File: src/rtl/vm_credit_engine.sv
// vm_credit_engine: credit tracking, item dispensing, return timeout and
// greedy one-coin-per-cycle change return for the vending machine.
// Optional feature macro: VM_COIN_INVENTORY_EN adds per-coin inventory
// counters and the o_inventory port (coin supply is unlimited without it).
module vm_credit_engine #(
  parameter int NUM_COINS  = 3,
  parameter int NUM_ITEMS  = 4,
  parameter int TOTAL_BITS = 31,
  parameter int WAIT_TIME  = 100,
  parameter int WAIT_BITS  = 8,
  parameter int INV_BITS   = 8,
  parameter int INIT_COUNT = 4
) (
  input  logic                            clk,
  input  logic                            reset,
  input  logic [NUM_COINS-1:0]            i_input_coin,
  input  logic [NUM_ITEMS-1:0]            i_select_item,
  input  logic                            i_trigger_return,
  input  logic [NUM_COINS*TOTAL_BITS-1:0] coin_value,
  input  logic [NUM_ITEMS*TOTAL_BITS-1:0] item_price,
  output logic [NUM_ITEMS-1:0]            o_available_item,
  output logic [NUM_ITEMS-1:0]            o_output_item,
  output logic [NUM_COINS-1:0]            o_return_coin,
  output logic                            o_coin_reject,
  output logic                            o_busy,
  output logic [TOTAL_BITS-1:0]           o_credit,
  output logic [WAIT_BITS-1:0]            o_wait_time
`ifdef VM_COIN_INVENTORY_EN
  ,
  output logic [NUM_COINS*INV_BITS-1:0]   o_inventory
`endif
);

  typedef enum logic [1:0] {
    ST_IDLE   = 2'd0,
    ST_CREDIT = 2'd1,
    ST_RETURN = 2'd2
  } state_t;

  localparam logic [WAIT_BITS-1:0]    WAIT_RELOAD = WAIT_BITS'(WAIT_TIME);
  localparam logic [TOTAL_BITS+1:0]   CREDIT_MAX  = {2'b00, {TOTAL_BITS{1'b1}}};

  // Configuration sanity: the timer must be able to hold its reload value
  // and the inventory counters their reset value.
  if ((WAIT_TIME < 1) || (WAIT_TIME >= (1 << WAIT_BITS))) begin : g_bad_wait
    $error("vm_credit_engine: WAIT_TIME out of range for WAIT_BITS");
  end
  if ((INIT_COUNT < 0) || (INIT_COUNT >= (1 << INV_BITS))) begin : g_bad_inv
    $error("vm_credit_engine: INIT_COUNT out of range for INV_BITS");
  end

  state_t                  state_q, state_d;
  logic [TOTAL_BITS-1:0]   credit_q, credit_d;
  logic [WAIT_BITS-1:0]    wait_q, wait_d;
  logic [NUM_ITEMS-1:0]    item_q, item_d;
  logic [NUM_COINS-1:0]    ret_q, ret_d;
  logic                    reject_q, reject_d;

  logic [TOTAL_BITS:0]     coin_sum_s;
  logic [TOTAL_BITS+1:0]   credit_plus_s;
  logic                    coin_any_s, coin_ok_s, coin_accept_s;
  logic                    sel_onehot_s, sel_valid_s;
  logic [TOTAL_BITS-1:0]   sel_price_s;
  logic [NUM_COINS-1:0]    ret_pick_s, ret_take_s;
  logic [TOTAL_BITS-1:0]   ret_value_s;
  logic [NUM_COINS-1:0]    inv_avail_s, inv_sat_s;

`ifdef VM_COIN_INVENTORY_EN
  logic [NUM_COINS-1:0][INV_BITS-1:0] inv_q, inv_d;

  // Inventory flags: a coin can be paid out when stocked, and blocks an
  // insertion when its counter is already full.
  always_comb begin
    inv_avail_s = '0;
    inv_sat_s   = '0;
    for (int k = 0; k < NUM_COINS; k++) begin
      inv_avail_s[k] = (inv_q[k] != '0);
      inv_sat_s[k]   = (inv_q[k] == '1);
    end
  end

  // Inventory next state: accepted coins go in, returned coins come out.
  always_comb begin
    inv_d = inv_q;
    for (int k = 0; k < NUM_COINS; k++) begin
      if (coin_accept_s && i_input_coin[k]) begin
        inv_d[k] = inv_q[k] + INV_BITS'(1);
      end else if (ret_take_s[k]) begin
        inv_d[k] = inv_q[k] - INV_BITS'(1);
      end else begin
        inv_d[k] = inv_q[k];
      end
    end
  end

  // Inventory registers.
  always_ff @(posedge clk) begin
    if (reset) begin
      inv_q <= {NUM_COINS{INV_BITS'(INIT_COUNT)}};
    end else begin
      inv_q <= inv_d;
    end
  end

  assign o_inventory = inv_q;
`else
  // Unlimited coin supply: every coin is always available, never full.
  assign inv_avail_s = {NUM_COINS{1'b1}};
  assign inv_sat_s   = {NUM_COINS{1'b0}};
`endif

  // Datapath decode: insertion sum, select check and greedy coin pick.
  always_comb begin
    coin_sum_s  = '0;
    sel_price_s = '0;
    ret_pick_s  = '0;
    ret_value_s = '0;
    for (int k = 0; k < NUM_COINS; k++) begin
      if (i_input_coin[k]) begin
        coin_sum_s = coin_sum_s + {1'b0, coin_value[k*TOTAL_BITS +: TOTAL_BITS]};
      end else begin
        coin_sum_s = coin_sum_s;
      end
      // Ascending scan: the last fitting coin is the largest one.
      if ((coin_value[k*TOTAL_BITS +: TOTAL_BITS] <= credit_q) && inv_avail_s[k]) begin
        ret_pick_s    = '0;
        ret_pick_s[k] = 1'b1;
        ret_value_s   = coin_value[k*TOTAL_BITS +: TOTAL_BITS];
      end else begin
        ret_pick_s = ret_pick_s;
      end
    end
    for (int k = 0; k < NUM_ITEMS; k++) begin
      if (i_select_item[k]) begin
        sel_price_s = sel_price_s | item_price[k*TOTAL_BITS +: TOTAL_BITS];
      end else begin
        sel_price_s = sel_price_s;
      end
    end
  end

  assign coin_any_s    = |i_input_coin;
  assign credit_plus_s = {2'b00, credit_q} + {1'b0, coin_sum_s};
  assign coin_ok_s     = coin_any_s && (credit_plus_s <= CREDIT_MAX) &&
                         !(|(i_input_coin & inv_sat_s));
  assign coin_accept_s = coin_ok_s &&
                         ((state_q == ST_IDLE) ||
                          ((state_q == ST_CREDIT) && !i_trigger_return));
  assign sel_onehot_s  = (i_select_item != '0) &&
                         ((i_select_item & (i_select_item - NUM_ITEMS'(1))) == '0);
  assign sel_valid_s   = sel_onehot_s && !coin_any_s && (sel_price_s <= credit_q);
  assign ret_take_s    = (state_q == ST_RETURN) ? ret_pick_s : '0;

  // Next-state and registered-output logic, in event priority order.
  always_comb begin
    state_d  = state_q;
    credit_d = credit_q;
    wait_d   = wait_q;
    item_d   = '0;
    ret_d    = '0;
    reject_d = 1'b0;
    case (state_q)
      ST_IDLE: begin
        if (coin_any_s) begin
          if (coin_ok_s) begin
            credit_d = credit_plus_s[TOTAL_BITS-1:0];
            wait_d   = WAIT_RELOAD;
            state_d  = ST_CREDIT;
          end else begin
            reject_d = 1'b1;
          end
        end else begin
          state_d = ST_IDLE;
        end
      end
      ST_CREDIT: begin
        if (i_trigger_return) begin
          // Return wins; a coin arriving alongside it bounces back.
          state_d  = ST_RETURN;
          wait_d   = '0;
          reject_d = coin_any_s;
        end else if (coin_any_s) begin
          if (coin_ok_s) begin
            credit_d = credit_plus_s[TOTAL_BITS-1:0];
            wait_d   = WAIT_RELOAD;
          end else begin
            reject_d = 1'b1;
          end
        end else if (sel_valid_s) begin
          item_d   = i_select_item;
          credit_d = credit_q - sel_price_s;
          wait_d   = WAIT_RELOAD;
        end else if (wait_q <= WAIT_BITS'(1)) begin
          state_d = ST_RETURN;
          wait_d  = '0;
        end else begin
          wait_d = wait_q - WAIT_BITS'(1);
        end
      end
      ST_RETURN: begin
        reject_d = coin_any_s;
        if (ret_pick_s != '0) begin
          ret_d    = ret_pick_s;
          credit_d = credit_q - ret_value_s;
        end else begin
          // Sub-coin residue is forfeited.
          state_d  = ST_IDLE;
          credit_d = '0;
          wait_d   = WAIT_RELOAD;
        end
      end
      default: begin
        state_d  = ST_IDLE;
        credit_d = '0;
        wait_d   = WAIT_RELOAD;
      end
    endcase
  end

  // State and output registers with synchronous reset.
  always_ff @(posedge clk) begin
    if (reset) begin
      state_q  <= ST_IDLE;
      credit_q <= '0;
      wait_q   <= WAIT_RELOAD;
      item_q   <= '0;
      ret_q    <= '0;
      reject_q <= 1'b0;
    end else begin
      state_q  <= state_d;
      credit_q <= credit_d;
      wait_q   <= wait_d;
      item_q   <= item_d;
      ret_q    <= ret_d;
      reject_q <= reject_d;
    end
  end

  // Affordability flags, decoded from registered state only.
  always_comb begin
    o_available_item = '0;
    for (int k = 0; k < NUM_ITEMS; k++) begin
      o_available_item[k] = (state_q == ST_CREDIT) &&
                            (item_price[k*TOTAL_BITS +: TOTAL_BITS] <= credit_q);
    end
  end

  assign o_output_item = item_q;
  assign o_return_coin = ret_q;
  assign o_coin_reject = reject_q;
  assign o_busy        = (state_q == ST_RETURN);
  assign o_credit      = credit_q;
  assign o_wait_time   = wait_q;

endmodule

File: config.mk
export PLATFORM = sky130hd
export DESIGN_NAME = vm_credit_engine
export DESIGN_NICKNAME = d
export VERILOG_FILES = /design/src/rtl/vm_credit_engine.sv
export SDC_FILE = /design/constraint.sdc
export NUM_CORES = 1
export LEC_CHECK = 0
export ABC_AREA = 0
export CORE_ASPECT_RATIO = 1.25
export CORE_UTILIZATION = 45
export DETAILED_ROUTE_END_ITERATION = 12
export PLACE_DENSITY = 0.69
export SLEW_MARGIN = 10
export SYNTH_ARGS = -nofsm -noshare
export SYNTH_HDL_FRONTEND = slang
export SYNTH_SLANG_ARGS = --single-unit
File: constraint.sdc
create_clock -name clk -period 11.5 [get_ports clk]
set_input_delay 1.725 -clock clk [delete_from_list [all_inputs] [get_ports clk]]
set_output_delay 1.725 -clock clk [all_outputs]
set_load 0.01 [all_outputs]
-- Word level (Yosys, flattened, before mapping)
Index checks and enable logic that the tools add are counted.
- bits in registers: 49
- add/sub/neg operators: 7
- order comparisons: 10
- equality and inequality tests: 10
- mux-type cells: 40
- bitwise logic cells: 8
- reduce and logical (&&, ||, !) cells: 19
- operators by type and width (cell ; number):
    2-to-1 mux 31 bit ; 14
    <= comparator 31 bit ; 8
    OR 31 bit ; 3
    one-hot mux 31 bit (3 select lines) ; 1
    2-to-1 mux 32 bit ; 2
    subtractor 31 bit ; 2
    2-to-1 mux 8 bit ; 7
    adder 31 x 32 -> 33 bit ; 1
    <= comparator 33 x 31 -> 1 bit, second input constant ; 1
    adder 31 x 31 -> 32 bit ; 1
    adder 32 x 31 -> 32 bit ; 1
    one-hot mux 8 bit (3 select lines) ; 1
    2-to-1 mux 2 bit ; 8
    != test 3 bit, second input constant ; 5
    <= comparator 8 x 1 -> 1 bit, second input constant ; 1
    logical AND 1 bit ; 8
    subtractor 8 x 1 -> 8 bit, second input constant ; 1
    OR reduction 7 bit ; 1
    != test 2 bit, second input constant ; 3
    one-hot mux 2 bit (3 select lines) ; 1
    OR reduction 3 bit ; 2
    AND reduction 5 bit ; 1
    bitwise AND 4 bit ; 1
    logical NOT 4 bit ; 1
    13 further kinds ; 19

-- Depth between registers and ports, before layout
- depth after elaboration: 13
- depth in mapped cells: 40
- depth with buffers taken out: 36

-- Worst setup path before layout
Ideal clock, no wire load.
- kind: in2reg
- start: input i_input_coin[0]
- end: register credit_q[30] (netlist: o_credit[30])
- setup time: 125 ps
- arrival: 8764 ps
- required time: 11375 ps
- path slack: 2611 ps
- stages on the path: 35
- path buffers: 2
- cell sequence: clkbuf_1 > and2_1 > ha_1 > fa_1 > a21oi_1 > o22ai_1 > a32o_1 > a221oi_1 > a31o_2 > o21ai_0 > a21o_1 > a21oi_1 > xnor2_1 > mux2_2 > ha_1 > a21oi_1 > o21ai_0 > a221oi_1 > o31ai_1 > a21o_1 > a21oi_1 > xor2_1 > a21oi_1 > ha_1 > clkbuf_1 > o21ai_0 > a21oi_1 > o21ai_0 > o311ai_4 > a41oi_1 > or4_1 > nand2_1 > mux2i_1 > a21oi_1 > o41a_1
- word-level cells in the longest chain between the ends: 12
- elaborated cells on any way between the ends: 20
- classes of those cells: add/sub (3); order compare (1); eq/ne (2); mux (8); reduce/logical (6)
- RTL lines (element ; RTL line ; source):
    start: declaration ; 16 ; input logic [NUM_COINS-1:0] i_input_coin,
    2-to-1 mux 31 bit ; 119 ; if (i_input_coin[k]) begin
    adder 31 x 31 -> 32 bit ; 120 ; coin_sum_s = coin_sum_s + {1'b0, coin_value[k*TOTAL_BITS +: TOTAL_BITS]};
    2-to-1 mux 32 bit ; 119 ;
    adder 32 x 31 -> 32 bit ; 120 ;
    2-to-1 mux 32 bit ; 119 ;
    adder 31 x 32 -> 33 bit ; 143 ; assign credit_plus_s = {2'b00, credit_q} + {1'b0, coin_sum_s};
    <= comparator 33 x 31 -> 1 bit ; 144 ; assign coin_ok_s = coin_any_s && (credit_plus_s <= CREDIT_MAX) &&
    logical AND 1 bit ; 144 ;
    2-to-1 mux 31 bit ; 165, 183 ;
    2-to-1 mux 31 bit ; 182 ; end else if (coin_any_s) begin
    2-to-1 mux 31 bit ; 177 ; if (i_trigger_return) begin
    one-hot mux 31 bit (3 select lines) ; 162 ; case (state_q)
    end signal: assignment ; 231 ; credit_q <= credit_d;
    end: declaration ; 53 ; logic [TOTAL_BITS-1:0] credit_q, credit_d;
Parallel ways exist; a longest one is shown, timed or not. The select of a mux whose other input is x is not followed.
A chain may end at the register's enable or synchronous reset.

-- Worst setup path in the final report
- start: input i_input_coin[0]
- end: register credit_q[0] (netlist: o_credit[0])
Same word-level chain as after synthesis.

==> results.toml <==
[run_status]
status = "finished, final reports clean"

[synthesis]
synth_top_area_cell = "ha_1"
synthSimpleGateAreaFrac_pct = 17.6
netlist_area_um2 = 17600
synthCells = 2394
synth_cell_types = 78
synth.area.mux_share_pct = 3.27
synth_fp_nets = 2998
synth_xor_area_share_pct = 7.17
synth_top_family_by_area = "compound AO/OA/AOI/OAI gates"
synth_seq_area_share_pct = 5.58
synth_ff_type = "dfxtp_1"
ys_seq_elements = 49
synth_enable_flop_cells = 0
netlist.area_leader.share_pct = 26.5
synth_fa_ha_area_share_pct = 27.2
synth.avg_cell_area_um2 = 7.35
ys_warn_count = 0
synthArstFlopShare_pct = 0
ys_top_cells_by_area = "ha_1, a21oi_1, dfxtp_1"
synth_compound_area_share_pct = 34.3

[placement]
io_buffers = 278
dp_slack_ns = 1.01
placed_cells = 3102
dpl.hpwl_mm = 59.8
gp_congestion = 0.981

[clocking]
cts_buffer_depth = 2
clk_latency_ns = 0.34
cts_made_buffers = 5
post_cts_buffers = 0
clk_pin_slew_worst_paths_ns = 0.09
cts_tree = "built"
htree_levels = 2
hold_buffers = 0
post_cts_resized = 0
cts.sinks = 49
cts-root-buf = "clkbuf_16"

[floorplanning]
start_util_pct = 45.9
fp.dieH_um = 223
die_w_um = 179
rows = 80
io_pins = 279
fp.coreArea_um2 = 38300
die_area_um2 = 39900

[timing]
worst_pin_slew_ns = 1.15
slew_headroom_pct = 23.6
timing.final.crit_share_pct = 90.1
hold_viol_final = 0
finalWorstSetupSlack_ns = 1.14
finalSetupViolCount = 0
tns_ns = 0
grt_setup_unrepaired = "no"
skew_ns = 0.0100
fmax_ghz = 0.0965
finalMaxSlewViolations = 0
finalCriticalPeriod_ns = 10.36

[pwr]
p_total_w = 0.00410
powerDensity_nw_per_um2 = 195
vdd_drop_max_mv = 0.171
p_leak_nw = 9.30

[hold_path]
holdPathStages = 2
hold_start = "o_wait_time[3]"
hp-class = "flip-flop to flip-flop"
holdPathEnd = "o_wait_time[3]"

[setup_path]
path_class = "input port to flip-flop"
crit_required_ns = 11.75
critPathArrivalTime_ns = 10.61
regToRegStartpoint = "o_credit[23]"
cp_max_fo = 15
worst_setup_path_start_kind = "input port"
slowest_delay_ns = 0.69
reg2reg_to = "o_credit[29]"
r2r_slack_ns = 3.12
timing.critical_path.mode_cell = "o21ai_0"
cp_slowest_cell = "nor2b_1"
cp-end-kind = "flip-flop"
reg2reg_depth = 23

[drt]
initialDrtViolationCount = 1519
first_pass_iters = 5
vias = 19800
drcViolationCount = 0
ant_nets = 0
routedWlPerCell_um = 23.0
drt_wl_total_mm = 71.5
routed_via_density = 6.38

[finish]
nFillCells = 3798
antennaDiodeCount = 0
area_growth_pct = 19.4
fin_cells = 3110
multi_input_area_um2 = 15800
final_cell_mix = "ha_1, clkdlybuf4s50_1, a21oi_1"
drive_gt1_share_pct = 3.40
regArea_um2 = 981
nets = 3221
layout_commonest_cell = "ha_1"
fin_util_pct = 54.8

[global_routing]
grt_max_degree = 67
antenna_found_initial = 2
grt_pass1_vias = 19200
grtUsageTotal_pct = 35.4
grt_first_pass_wirelength_mm = 109
gr-total-overflow = 0

[run]
cap_violations = 0
-- per-stage QoR --
stage	hold WS (ns)	area, µm²
detailed placement	0.501	20900
CTS	0.513	21000
global route	0.549	21000
floorplan	0.514	17600
global placement	0.493	20900
finish	0.507	21000
-- flip-flops by register name, summed over array words and instances, names as in the netlist --
register / flops
o_return_coin: 3
o_wait_time: 8
o_output_item: 4
o_coin_reject: 1
o_credit: 31
state_q: 2
-- metal layers --
metal,track usage [%],vias to the layer above,wire length (µm)
met2,59.3,780,33800
met4,21.6,2,4690
li1,-,9595,-
met3,3.41,187,3950
met1,43.2,9285,29000
met5,0,-,15
-- where the power goes --
group	internal, W	total [W]	leakage, nW	switching [W]
Sequential	0.000222	0.000364	0.401	0.000143
Clock	0.0000829	0.000176	0.0680	0.0000932
Combinational	0.00145	0.00356	8.83	0.00210
Total	0.00176	0.00410	9.30	0.00234
-- worst max-delay path, delay by kind of cell --
| kind | cells | cell delay (ns) |
|---|---|---|
| AOI/OAI and AO/OA | 21 | 4.39 |
| and+or+nand+nor | 9 | 2.24 |
| adders and majority gates | 4 | 1.42 |
| buffers and inverters | 1 | 0.56 |
| xor gates and xnor gates | 1 | 0.15 |
| muxes | 1 | 0.10 |
-- cell families (layout without fill, tap and decap cells) --
| group | after synthesis | in the layout |
|---|---|---|
| AND/OR/NAND/NOR | 640 | 640 |
| flip-flops | 49 | 49 |
| AO/OA/AOI/OAI | 903 | 903 |
| adder cells (fa/ha/maj) | 379 | 379 |
| multiplexers | 54 | 54 |
| XOR/XNOR | 144 | 144 |
| buffers and inverters | 225 | 449 |
-- final cells by class --
type / count / area share [%]
timing repair buffer: 305 / 14.2
sequential: 49 / 4.67
multi-input combinational: 2120 / 75.1
inverter: 136 / 2.43
clock inverter: 3 / 0.125
tap: 492 / 2.93
clock buffer: 5 / 0.596
-- worst max-delay path by stage --
stage	endpoint	from	slack, ns
finish	o_credit[0]	i_input_coin[0]	1.14
global route	o_credit[0]	i_input_coin[0]	0.57
CTS	o_credit[0]	i_input_coin[0]	1.31
detailed placement	o_credit[8]	i_input_coin[0]	1.01
global placement	o_credit[8]	i_input_coin[0]	1.24
floorplan	o_credit[30]	i_input_coin[0]	2.61
-- cell usage after synthesis, drive strengths merged, types with 28 or more instances --
library cell	instances
a211oi	34
a21o	108
a21oi	229
a221oi	42
a22o	32
and2	34
clkbuf	77
dfxtp	49
ha	372
inv	136
mux2	28
nand2	199
nand2b	32
nand3	49
nand4	52
nor2	133
nor2b	28
nor3	40
o21a	41
o21ai	177
o21bai	31
o311ai	35
xnor2	79
xor2	65
No activity file was read; power rests on OpenSTA's default activity.
==> RTL edit: new RTL, same settings <==
Put one more register stage on the output `o_credit`. The value now appears one clock later. The other outputs are not delayed to match.
--- a/src/rtl/vm_credit_engine.sv
+++ b/src/rtl/vm_credit_engine.sv
@@ -251,3 +251,5 @@
   assign o_busy        = (state_q == ST_RETURN);
-  assign o_credit      = credit_q;
+  always_ff @(posedge clk) begin
+    o_credit <= credit_q;
+  end
   assign o_wait_time   = wait_q;
Check against the original RTL: not equivalent (Yosys sat finds a counterexample within 4 cycles, from zero or initial values and one cycle with reset high).
==> RTL edit against the unedited design <==
- synthesized area fell by 1.1%
- cell area decreased by 0.20%
- sequential share of layout area rose by 3.0 points
- worst hold slack worse by 0.039 ns
- wire length shrank 0.47%
- sequential cell count up 31
- via count decreased by 2.2%
- power rose by 21%
- fmax is 2.4% lower
- worst setup slack got worse by 0.25 ns
- critical path type unchanged
==> RTL edit: results (changes against the unedited design) <==
| Result | Reported | Delta |
| --- | --- | --- |
| Total number of H-tree levels | 3 | +1 |
| Worst R2R Setup Slack | 2.89 ns | -0.23 ns |
| Logic power comb | 4090 uW | +15% |
| Delay of the slowest cell on the worst path | 0.49 ns | -0.20 ns |
| Clock transition time at the flip-flop clock pins of the worst setup and hold paths | 0.07 ns | -0.02 ns |
| Length of routed wiring on met1 | 29800 um | +2.6% |
| Fin Clk Skew | 0.0115 ns | +0.00146 ns |
| Detailed Route WL | 71200 um | -0.47% |
| R2R cell count | 27 | +17% |
| R2r startpoint | credit_q[26]$_SDFFE_PP0P_ |  |
| Capture endpoint of the worst hold path | o_credit[2]$_DFF_P_ |  |
| Count of mapped cells out of synthesis | 2222 | -7.2% |
| Worst Path Max Fanout | 16 | +1 |
| XOR/XNOR Fraction of Synth Area | 6.74% | -0.43 points |
| Amount of wire on met2 after detailed routing | 32200 um | -4.9% |
| Arrival @ worst endpoint | 10.86 ns | +0.25 ns |
| Worst-Skew Late Latency | 0.37 ns | +0.03 ns |
| Post-DP HPWL | 59900 um | +0.13% |
| Multiplexer fraction of the synthesized cell area | 2.21% | -1.1 points |
| Top area cells in the synthesized netlist | sky130_fd_sc_hd__ha_1 (27%), sky130_fd_sc_hd__dfxtp_1 (9.2%), sky130_fd_sc_hd__a21oi_1 (5.8%) |  |
| Largest net degree at the start of global routing | 51 | -24% |
| Ratio of routed vias to standard cells | 6.57 | +2.9% |
| Outcome | complete, no violations |  |
| Placed Instances | 2938 | -5.3% |
| Detailed-routing iteration count for the pre-antenna-repair pass | 6 | +1 |
| Gp weighted congestion | 1.02 | +4.3% |
| Cell area after placement | 20600 um2 | -1.0% |
| Hold_sp | credit_q[2]$_SDFFE_PP0P_ |  |
RTL edit: cell types whose count changed in the layout (fill, tap and decap cells not counted), moves of 24 or more:
cell                       before  now
sky130_fd_sc_hd__xor2_1        65   40
sky130_fd_sc_hd__o311ai_0      34    3
sky130_fd_sc_hd__a21oi_1      227  203
sky130_fd_sc_hd__dfxtp_1       49   80
sky130_fd_sc_hd__nand2_1      199  125
sky130_fd_sc_hd__o21ai_0      174  139
sky130_fd_sc_hd__inv_1        136   97
sky130_fd_sc_hd__a221o_1        4   55
RTL edit: how the worst max path moves through the flow:
stage,to,slack [ns]
global route,credit_q[26]$_SDFFE_PP0P_,0.20
floorplan,credit_q[22]$_SDFFE_PP0P_,2.22
global placement,credit_q[27]$_SDFFE_PP0P_,0.87
detailed placement,credit_q[22]$_SDFFE_PP0P_,0.64
finish,credit_q[23]$_SDFFE_PP0P_,0.89
CTS,credit_q[21]$_SDFFE_PP0P_,1.01
RTL edit: final cells by class:
type                       instances  area (um2)
clock inverter                     5        82.6
multi-input combinational       1970       15100
antenna                            3        7.51
sequential                        80        1600
fill                            3662       17200
clock buffer                      10         229
inverter                          98         368
timing repair buffer             298        2930
tap                              492         616
RTL edit: cell families (layout without fill, tap and decap cells):
family | count (synthesis) | count (layout)
AO/OA/AOI/OAI | 863 | 863
AND/OR/NAND/NOR | 563 | 563
adder cells (fa/ha/maj) | 377 | 377
buffers and inverters | 172 | 411
XOR/XNOR | 133 | 133
flip-flops | 80 | 80
multiplexers | 34 | 34
other | 0 | 3
RTL edit: routing by layer:
layer  up-vias  global-route usage [%]
met3       188                    4.20
met1      9233                    46.4
met4         0                    18.1
li1       9048                       -
met5         -                       0
met2       953                    57.3
